--- config.mk ---
export PLATFORM = sky130hd
export DESIGN_NAME = ps2_key_event_fifo
export DESIGN_NICKNAME = d
export VERILOG_FILES = /design/src/rtl/ps2_key_event_fifo.sv
export SDC_FILE = /design/constraint.sdc
export NUM_CORES = 1
export LEC_CHECK = 0
export BUFFER_PORTS_ARGS = -buffer_cell sky130_fd_sc_hd__buf_4
export CAP_MARGIN = 10
export CORE_MARGIN = 3
export CORE_UTILIZATION = 35
export CTS_CLUSTER_SIZE = 8
export DETAILED_ROUTE_END_ITERATION = 12
export GPL_TIMING_DRIVEN = 0
export PLACE_DENSITY = 0.62
export SETUP_SLACK_MARGIN = 0.5
export SYNTH_ARGS = -nofsm -noshare
export SYNTH_HDL_FRONTEND = slang
export SYNTH_SLANG_ARGS = --single-unit
--- constraint.sdc ---
create_clock -name CLOCK_50 -period 5.3 [get_ports CLOCK_50]
set_input_delay 0.795 -clock CLOCK_50 [delete_from_list [all_inputs] [get_ports CLOCK_50]]
set_output_delay 0.795 -clock CLOCK_50 [all_outputs]
set_load 0.1 [all_outputs]
--- src/rtl/ps2_key_event_fifo.sv ---
// ps2_key_event_fifo: receive-only PS/2 keyboard front end.
// Synchronises PS2_CLK/PS2_DAT, deframes 11-bit frames, decodes scancode
// set 2 prefixes (E0, F0, E1) into make/break events and buffers them in a
// first-word-fall-through FIFO drained by a valid/ready handshake.
// Optional build macro: PS2_PARITY_CHECK_EN (enables odd-parity checking).
module ps2_key_event_fifo #(
  parameter int FIFO_DEPTH     = 16,
  parameter int TIMEOUT_CYCLES = 50000
) (
  input  logic                        CLOCK_50,
  input  logic                        resetn,
  input  logic                        PS2_CLK,
  input  logic                        PS2_DAT,
  input  logic                        clear,
  input  logic                        key_ready,
  output logic                        key_valid,
  output logic [7:0]                  key_code,
  output logic                        key_make,
  output logic                        key_ext,
  output logic [$clog2(FIFO_DEPTH):0] fifo_count,
  output logic                        overflow,
  output logic                        frame_error
);

  localparam int AW = $clog2(FIFO_DEPTH);
  localparam int CW = AW + 1;
  localparam int TW = $clog2(TIMEOUT_CYCLES + 1);

  typedef enum logic [1:0] {
    RX_IDLE,
    RX_DATA,
    RX_PARITY,
    RX_STOP
  } rx_state_e;

  typedef enum logic {
    DEC_NORMAL,
    DEC_SKIP
  } dec_state_e;

  // ---------------------------------------------------------------------
  // Input synchronisers and falling-edge detect
  // ---------------------------------------------------------------------
  logic clk_meta_q, clk_sync_q, clk_prev_q;
  logic dat_meta_q, dat_sync_q;
  logic fall;

  // Two-flop synchronisers plus one delayed copy of the synced clock.
  always_ff @(posedge CLOCK_50 or negedge resetn) begin
    if (!resetn) begin
      clk_meta_q <= 1'b1;
      clk_sync_q <= 1'b1;
      clk_prev_q <= 1'b1;
      dat_meta_q <= 1'b1;
      dat_sync_q <= 1'b1;
    end else begin
      clk_meta_q <= PS2_CLK;
      clk_sync_q <= clk_meta_q;
      clk_prev_q <= clk_sync_q;
      dat_meta_q <= PS2_DAT;
      dat_sync_q <= dat_meta_q;
    end
  end

  assign fall = clk_prev_q & ~clk_sync_q;

  // ---------------------------------------------------------------------
  // Frame receiver
  // ---------------------------------------------------------------------
  rx_state_e        rx_state_q, rx_state_d;
  logic [2:0]       bit_cnt_q, bit_cnt_d;
  logic [7:0]       shift_q, shift_d;
  logic [TW-1:0]    tmo_cnt_q, tmo_cnt_d;
  logic             byte_done_q, byte_done_d;
  logic             rx_err;
  logic             parity_ok;

`ifdef PS2_PARITY_CHECK_EN
  logic parity_q, parity_d;
  assign parity_ok = ^{parity_q, shift_q};
`else
  assign parity_ok = 1'b1;
`endif

  // Receiver next state: advances on synced PS2_CLK falls, aborts on timeout.
  always_comb begin
    rx_state_d  = rx_state_q;
    bit_cnt_d   = bit_cnt_q;
    shift_d     = shift_q;
    tmo_cnt_d   = tmo_cnt_q;
    byte_done_d = 1'b0;
    rx_err      = 1'b0;
`ifdef PS2_PARITY_CHECK_EN
    parity_d    = parity_q;
`endif
    if (clear) begin
      rx_state_d = RX_IDLE;
      bit_cnt_d  = '0;
      tmo_cnt_d  = '0;
    end else if (fall) begin
      tmo_cnt_d = '0;
      case (rx_state_q)
        RX_IDLE: begin
          if (!dat_sync_q) begin
            rx_state_d = RX_DATA;
            bit_cnt_d  = '0;
          end else begin
            rx_err = 1'b1;
          end
        end
        RX_DATA: begin
          shift_d   = {dat_sync_q, shift_q[7:1]};
          bit_cnt_d = bit_cnt_q + 3'd1;
          if (bit_cnt_q == 3'd7) rx_state_d = RX_PARITY;
        end
        RX_PARITY: begin
`ifdef PS2_PARITY_CHECK_EN
          parity_d = dat_sync_q;
`endif
          rx_state_d = RX_STOP;
        end
        RX_STOP: begin
          rx_state_d = RX_IDLE;
          if (dat_sync_q && parity_ok) begin
            byte_done_d = 1'b1;
          end else begin
            rx_err = 1'b1;
          end
        end
        default: rx_state_d = RX_IDLE;
      endcase
    end else if (rx_state_q != RX_IDLE) begin
      if (tmo_cnt_q == TW'(TIMEOUT_CYCLES - 1)) begin
        rx_state_d = RX_IDLE;
        tmo_cnt_d  = '0;
        rx_err     = 1'b1;
      end else begin
        tmo_cnt_d = tmo_cnt_q + TW'(1);
      end
    end else begin
      tmo_cnt_d = '0;
    end
  end

  // Receiver state registers.
  always_ff @(posedge CLOCK_50 or negedge resetn) begin
    if (!resetn) begin
      rx_state_q  <= RX_IDLE;
      bit_cnt_q   <= '0;
      shift_q     <= '0;
      tmo_cnt_q   <= '0;
      byte_done_q <= 1'b0;
`ifdef PS2_PARITY_CHECK_EN
      parity_q    <= 1'b0;
`endif
    end else begin
      rx_state_q  <= rx_state_d;
      bit_cnt_q   <= bit_cnt_d;
      shift_q     <= shift_d;
      tmo_cnt_q   <= tmo_cnt_d;
      byte_done_q <= byte_done_d;
`ifdef PS2_PARITY_CHECK_EN
      parity_q    <= parity_d;
`endif
    end
  end

  // ---------------------------------------------------------------------
  // Scancode decoder (shift_q holds the completed byte while byte_done_q)
  // ---------------------------------------------------------------------
  dec_state_e dec_state_q, dec_state_d;
  logic       ext_q, ext_d;
  logic       brk_q, brk_d;
  logic [2:0] skip_cnt_q, skip_cnt_d;
  logic       push_q, push_d;
  logic [9:0] push_data_q, push_data_d;

  // Decoder next state: prefix flags, Pause skip sequence, event push.
  always_comb begin
    dec_state_d = dec_state_q;
    ext_d       = ext_q;
    brk_d       = brk_q;
    skip_cnt_d  = skip_cnt_q;
    push_d      = 1'b0;
    push_data_d = push_data_q;
    if (clear) begin
      dec_state_d = DEC_NORMAL;
      ext_d       = 1'b0;
      brk_d       = 1'b0;
      skip_cnt_d  = '0;
    end else if (byte_done_q) begin
      case (dec_state_q)
        DEC_NORMAL: begin
          case (shift_q)
            8'hF0: brk_d = 1'b1;
            8'hE0: ext_d = 1'b1;
            8'hE1: begin
              dec_state_d = DEC_SKIP;
              skip_cnt_d  = 3'd7;
            end
            8'h00, 8'hFF: ;
            default: begin
              push_d      = 1'b1;
              push_data_d = {ext_q, ~brk_q, shift_q};
              ext_d       = 1'b0;
              brk_d       = 1'b0;
            end
          endcase
        end
        DEC_SKIP: begin
          if (skip_cnt_q == 3'd1) begin
            push_d      = 1'b1;
            push_data_d = {1'b0, 1'b1, 8'hE1};
            dec_state_d = DEC_NORMAL;
            skip_cnt_d  = '0;
            ext_d       = 1'b0;
            brk_d       = 1'b0;
          end else begin
            skip_cnt_d = skip_cnt_q - 3'd1;
          end
        end
        default: dec_state_d = DEC_NORMAL;
      endcase
    end
  end

  // Decoder state registers.
  always_ff @(posedge CLOCK_50 or negedge resetn) begin
    if (!resetn) begin
      dec_state_q <= DEC_NORMAL;
      ext_q       <= 1'b0;
      brk_q       <= 1'b0;
      skip_cnt_q  <= '0;
      push_q      <= 1'b0;
      push_data_q <= '0;
    end else begin
      dec_state_q <= dec_state_d;
      ext_q       <= ext_d;
      brk_q       <= brk_d;
      skip_cnt_q  <= skip_cnt_d;
      push_q      <= push_d;
      push_data_q <= push_data_d;
    end
  end

  // ---------------------------------------------------------------------
  // Event FIFO and sticky flags
  // ---------------------------------------------------------------------
  logic [9:0]    mem_q [FIFO_DEPTH];
  logic [AW-1:0] wr_ptr_q, wr_ptr_d;
  logic [AW-1:0] rd_ptr_q, rd_ptr_d;
  logic [CW-1:0] count_q, count_d;
  logic          overflow_q, overflow_d;
  logic          frame_error_q, frame_error_d;
  logic          full, pop, wr_en;
  logic [9:0]    head;

  assign full  = (count_q == CW'(FIFO_DEPTH));
  assign pop   = key_valid & key_ready & ~clear;
  // A push into a full FIFO still lands when a pop frees the head slot.
  assign wr_en = push_q & (~full | pop) & ~clear;

  // FIFO pointer/count update and sticky error flags.
  always_comb begin
    wr_ptr_d      = wr_ptr_q;
    rd_ptr_d      = rd_ptr_q;
    count_d       = count_q;
    overflow_d    = overflow_q;
    frame_error_d = frame_error_q;
    if (clear) begin
      wr_ptr_d      = '0;
      rd_ptr_d      = '0;
      count_d       = '0;
      overflow_d    = 1'b0;
      frame_error_d = 1'b0;
    end else begin
      if (wr_en) wr_ptr_d = wr_ptr_q + AW'(1);
      if (pop)   rd_ptr_d = rd_ptr_q + AW'(1);
      case ({wr_en, pop})
        2'b10:   count_d = count_q + CW'(1);
        2'b01:   count_d = count_q - CW'(1);
        default: count_d = count_q;
      endcase
      if (push_q && full && !pop) overflow_d = 1'b1;
      if (rx_err) frame_error_d = 1'b1;
    end
  end

  // FIFO control and flag registers.
  always_ff @(posedge CLOCK_50 or negedge resetn) begin
    if (!resetn) begin
      wr_ptr_q      <= '0;
      rd_ptr_q      <= '0;
      count_q       <= '0;
      overflow_q    <= 1'b0;
      frame_error_q <= 1'b0;
    end else begin
      wr_ptr_q      <= wr_ptr_d;
      rd_ptr_q      <= rd_ptr_d;
      count_q       <= count_d;
      overflow_q    <= overflow_d;
      frame_error_q <= frame_error_d;
    end
  end

  // Event storage; contents are don't-care until written, outputs are gated.
  always_ff @(posedge CLOCK_50) begin
    if (wr_en) mem_q[wr_ptr_q] <= push_data_q;
  end

  assign head        = mem_q[rd_ptr_q];
  assign key_valid   = (count_q != '0);
  assign key_code    = key_valid ? head[7:0] : 8'h00;
  assign key_make    = key_valid & head[8];
  assign key_ext     = key_valid & head[9];
  assign fifo_count  = count_q;
  assign overflow    = overflow_q;
  assign frame_error = frame_error_q;

endmodule

Word level (Yosys, flattened, before mapping). Memories as Yosys holds them, arrays and structs flattened. Index checks and enable logic that the tools add are counted. W data, S select, Z words.

Memories kept: 1. Input bits: 6. Bits in registers: 67. Memory bits (writable): 160. Output and inout bits: 18.

Add/subtract/negate cells: 7. Reduce and logical (&&, ||, !) cells: 27. Equal/unequal tests: 22. Muxes and demuxes: 65. Bitwise operators: 13.

Memories: mem_q (words 16, bits a word 10, read ports 1, clocked after Yosys merged registers in 0, wr ports 1, RTL line 249) `logic [9:0] mem_q [FIFO_DEPTH];`.

Operators by type and width (count): $mux W16 (4); $eq A8 B8 Y1 const B (4); $mux W1 (28); $mux W3 (7); $mux W10 (2); $pmux W10 S2 (1); $add A16 B1 Y16 const B (1); $eq A16 B16 Y1 const B (1); $mux W4 (4); $pmux W1 S2 (7); $reduce_bool A2 Y1 (7); $mux W2 (6); $pmux W3 S2 (2); $reduce_and A3 Y1 (4); $reduce_bool A3 Y1 (4); $pmux W5 S2 (1); $ne A3 B3 Y1 const B (3); $add A4 B1 Y4 const B (2); $logic_not A8 Y1 (1); $mux W8 (1); $ne A4 B4 Y1 const B (2); $pmux W2 S4 (1); $reduce_and A4 Y1 (2); $reduce_or A4 Y1 (2); other kinds (22) (37).

Depth between registers and ports, before layout.
Depth after elaboration: 9. Gate-level depth with buffers: 10. Depth with buffers taken out: 9.

Worst setup path after synthesis. Ideal clock, no wire load.

Kind: register -> output. From: register count_q[2], in the netlist fifo_count[2]. To: output port key_code[6]. Required time: 4505 ps. Arrival time: 4376 ps. Stages on the path, launching flop included: 7. Slack: 129 ps. Buffers on the path: 2. Path through: dfrtp_1 clkbuf_1 nor4_1 nand2b_1 clkbuf_1 nand2_1 o22ai_1.

Word-level cells in the longest chain between the ends: 2.

Ends and longest elaborated chain: start: declaration (RTL line 252) `logic [CW-1:0] count_q, count_d;`; start signal: assignment (RTL line 300) `count_q <= count_d;`; $reduce_bool A5 Y1 (RTL line 312) `assign key_valid = (count_q != '0);`; named net key_valid (RTL line 16) `output logic key_valid,`; $mux W8 (RTL line 313) `assign key_code = key_valid ? head[7:0] : 8'h00;`; end: declaration (RTL line 17) `output logic [7:0] key_code,`.

The timed path passes the listed nets, and every way through them passes these cells.

Worst setup path after layout.
From: register rd_ptr_q[0]. To: output port key_code[6].

Word-level cells in the longest chain between the ends: 2.

Ends and longest elaborated chain: start: declaration (RTL line 251) `logic [AW-1:0] rd_ptr_q, rd_ptr_d;`; start signal: assignment (RTL line 299) `rd_ptr_q <= rd_ptr_d;`; $mem_v2 Z16 W10; $mux W8 (RTL line 313).

Every way passes these cells.

==> results.md <==
* PostCTS Resize Cnt at 0
* First-pass DRT Iterations at 5
* Hold Crit Depth at 0
* #FFs+latches synth at 227
* Power per cell area at 498 mW/mm^2
* I/O pin count at 24
* Cell Area, Placed at 0.0102 sq mm
* Post-Synth Adder-Cell Area at 0.0209
* Worst R2R End: mem_q[9][7]
* Drt wl/cell at 18.8 um
* TritonCTS clock tree: yes
* Max Slew Vio Count at 0
* Effective utilization at floorplan at 0.362
* Share of layout cells above drive strength 1 at 0.196
* Chip height at 172 um
* Remaining Overflow, GRT at 0
* Syn_area_per_cell at 15.5 sq um
* Top cell type's share of synthesized area at 0.501
* Worst r2r src: fifo_count[2]
* Residual DRC at 0
* Async set-reset flop share out of synthesis at 0.295
* Clk slew on worst S/H paths at 0.05 ns
* Critical path class: reg2out
* R2r setup slk at 2.59 ns
* First-pass GRT wire length at 30600 um
* Syn_nets at 640
* Critical Path Start: rd_ptr_q[0]
* Core footprint at 0.0265 sq mm
* Yosys cell types at 54
* Critical path arrival at 2.82 ns
* Post-route minimum period at 3.62 ns
* Inserted Clock Buffers at 34
* Compound-Gate Fraction of Synth Area at 0.0442
* Cells after synthesis at 618
* Crit path required time at 4.51 ns
* Top cells by area, synth: edfxtp_1 50%, dfrtp_1 16%, mux4_2 9.4%
* Ys Warns at 0
* Routed Wire Length at 19200 um
* Post-Route Skew at 0.0174 ns
* Die ar. at 0.0294 sq mm
* Filler cells at 2370
* Max_cap viols at 0
* Register area share after synthesis at 0.676
* Worst Tran Pin Value at 0.969 ns
* Number of diodes at 0
* Hold_sp: clk_meta_q
* Clk_lat worst skew at 0.51 ns
* Post-CTS Hold Fix Bufs at 0
* XOR/XNOR Fraction of Synth Area at 0.0201
* Simple-gate portion of the synthesized area at 0.0885
* Multiplexer area fraction after synthesis at 0.133
* Vias in the first global route at 5439
* Setup Buffers After CTS at 0
* Run status: finished clean
* Crit end category: output port
* Top_reg_cell synth: edfxtp_1
* Inst Count DP at 976
* Clock Tree Buf Depth at 3
* Iter 0 DRT Violations at 442
* Peak supply drop at 0.455 mV
* Leading cell type in the layout, fill and taps excluded: edfxtp_1
* Final period util at 0.682
* Layout Cells excl Fill at 1023
* Routed via count at 5365
* Setup tns final at 0 ns
* RSZ-0062 raised after global routing: false
* ANT nets after route at 0
* Post-synth EDFFs at 160
* Slew headroom at 0.352
* Largest area contributor in the netlist: edfxtp_1
* FP Rows at 59
* Final hold viol count at 0
* Vias per cell at 5.24
* Core Util, Final at 0.422
* Lkg Pwr at 3.91 nW
* GRT Total Usage at 0.136
* Min-Delay Endpoint: clk_sync_q
* DP HPWL at 12200 um
* Nets at 699
* Largest family of logic cells by synthesized area: multiplexers
* Area Growth Syn to Fin at 16.4%
* Hold Worst Slack at 0.347 ns
* Nature of the critical path startpoint: register
* Worst-case reg-to-reg path depth at 6
* Initial antenna violation count at 0
* Pin count of the biggest net entering global routing at 68
* # setup viols final at 0
* Design Area, Final at 0.0112 sq mm
* Mapped Area at 0.00960 sq mm
* Port Buffers at 23
* Worst min path class: reg2reg
* CTS H-tree depth at 2
* Die X at 172 um
* Commonest non-fill, non-tap cells in the layout: 160 x edfxtp_1, 63 x nor2_1, 62 x dfrtp_1
* Root Buffer: clkbuf_16
* Clock sink total at 227
* Achievable Freq at 277 MHz
* Crit Path Max Fanout at 10
* Placer Congestion at 0.761
## Yosys cell counts, drive strengths merged, types with 6 or more instances
cell type	n
ha	16
mux4	40
a21oi	14
or4	6
xnor2	10
o21ai	12
nand3	14
clkbuf	20
nand2b	9
and3	6
xor2	12
edfxtp	160
inv	13
mux2	10
dfrtp	62
nor2	63
o22ai	11
buf	9
nor3	16
nand2	31
and2	6
mux2i	26
## worst max-delay path: stages (launching register included)
cell      delay [ns]
dfrtp_1         0.35
clkbuf_1        0.30
buf_2           0.40
mux4_2          0.57
mux2i_1         0.27
o22ai_1         0.16
buf_4           0.27
## area by class of cell
cell class	count	area (sq um)	area share
multi-input cells	349	2960	0.265
clock inverters	2	28.8	0.00258
flip-flops and latches	227	6490	0.581
repair buffers	23	173	0.0155
inverters	13	48.8	0.00437
well taps	335	419	0.0375
clock buffers	45	933	0.0836
plain buffers	29	120	0.0108
## report_power, final
group / total (mW) / switching (mW) / internal [mW]
Clock: 1.94 / 0.722 / 1.22
Combinational: 1.55 / 1.09 / 0.455
Sequential: 2.07 / 0.0955 / 1.98
Total: 5.56 / 1.91 / 3.65
## through the flow
| step | setup WS [ns] | power (mW) |
|---|---|---|
| global route | 1.44 | 5.78 |
| finish | 1.68 | 5.56 |
| detailed placement | 2.14 | 3.66 |
| floorplan | 0.129 | 3.31 |
| global placement | 1.68 | 3.65 |
| CTS | 1.60 | 5.63 |
## per-layer routing
layer / vias up / wire length (um) / track usage / part of all wire
met5: - / 0 / 0 / 0
met4: 0 / 493 / 0.0493 / 0.026
met3: 43 / 1180 / 0.0313 / 0.061
met1: 2692 / 8780 / 0.192 / 0.46
met2: 148 / 8780 / 0.209 / 0.46
li1: 2482 / - / - / -
## flip-flops by register name, indices dropped and copies added, names as in the netlist, 2 cells and up
register and count:
bit_cnt_q 3, fifo_count 5, mem_q 160, push_data_q 10, rd_ptr_q 4, rx_state_q 2, shift_q 8, skip_cnt_q 3
tmo_cnt_q 16, wr_ptr_q 4
## worst max path at each step
stage | slack, ns | endpoint | cells past startpoint
2_1_floorplan | 0.13 | key_code[6] | 6
3_3_place_gp | 1.68 | mem_q[1][5] | 5
3_5_place_dp | 2.14 | key_code[6] | 6
4_1_cts | 1.60 | key_code[6] | 6
5_1_grt | 1.44 | key_code[6] | 6
6_report | 1.68 | key_code[6] | 6
## cell families after synthesis
kind of cell,Yosys count
buffers and inverters,42
AO/OA/AOI/OAI,62
flip-flops,227
multiplexers,76
adder cells (fa/ha/maj),16
AND/OR/NAND/NOR,173
XOR/XNOR,22
(Power assumes the default switching activity.)
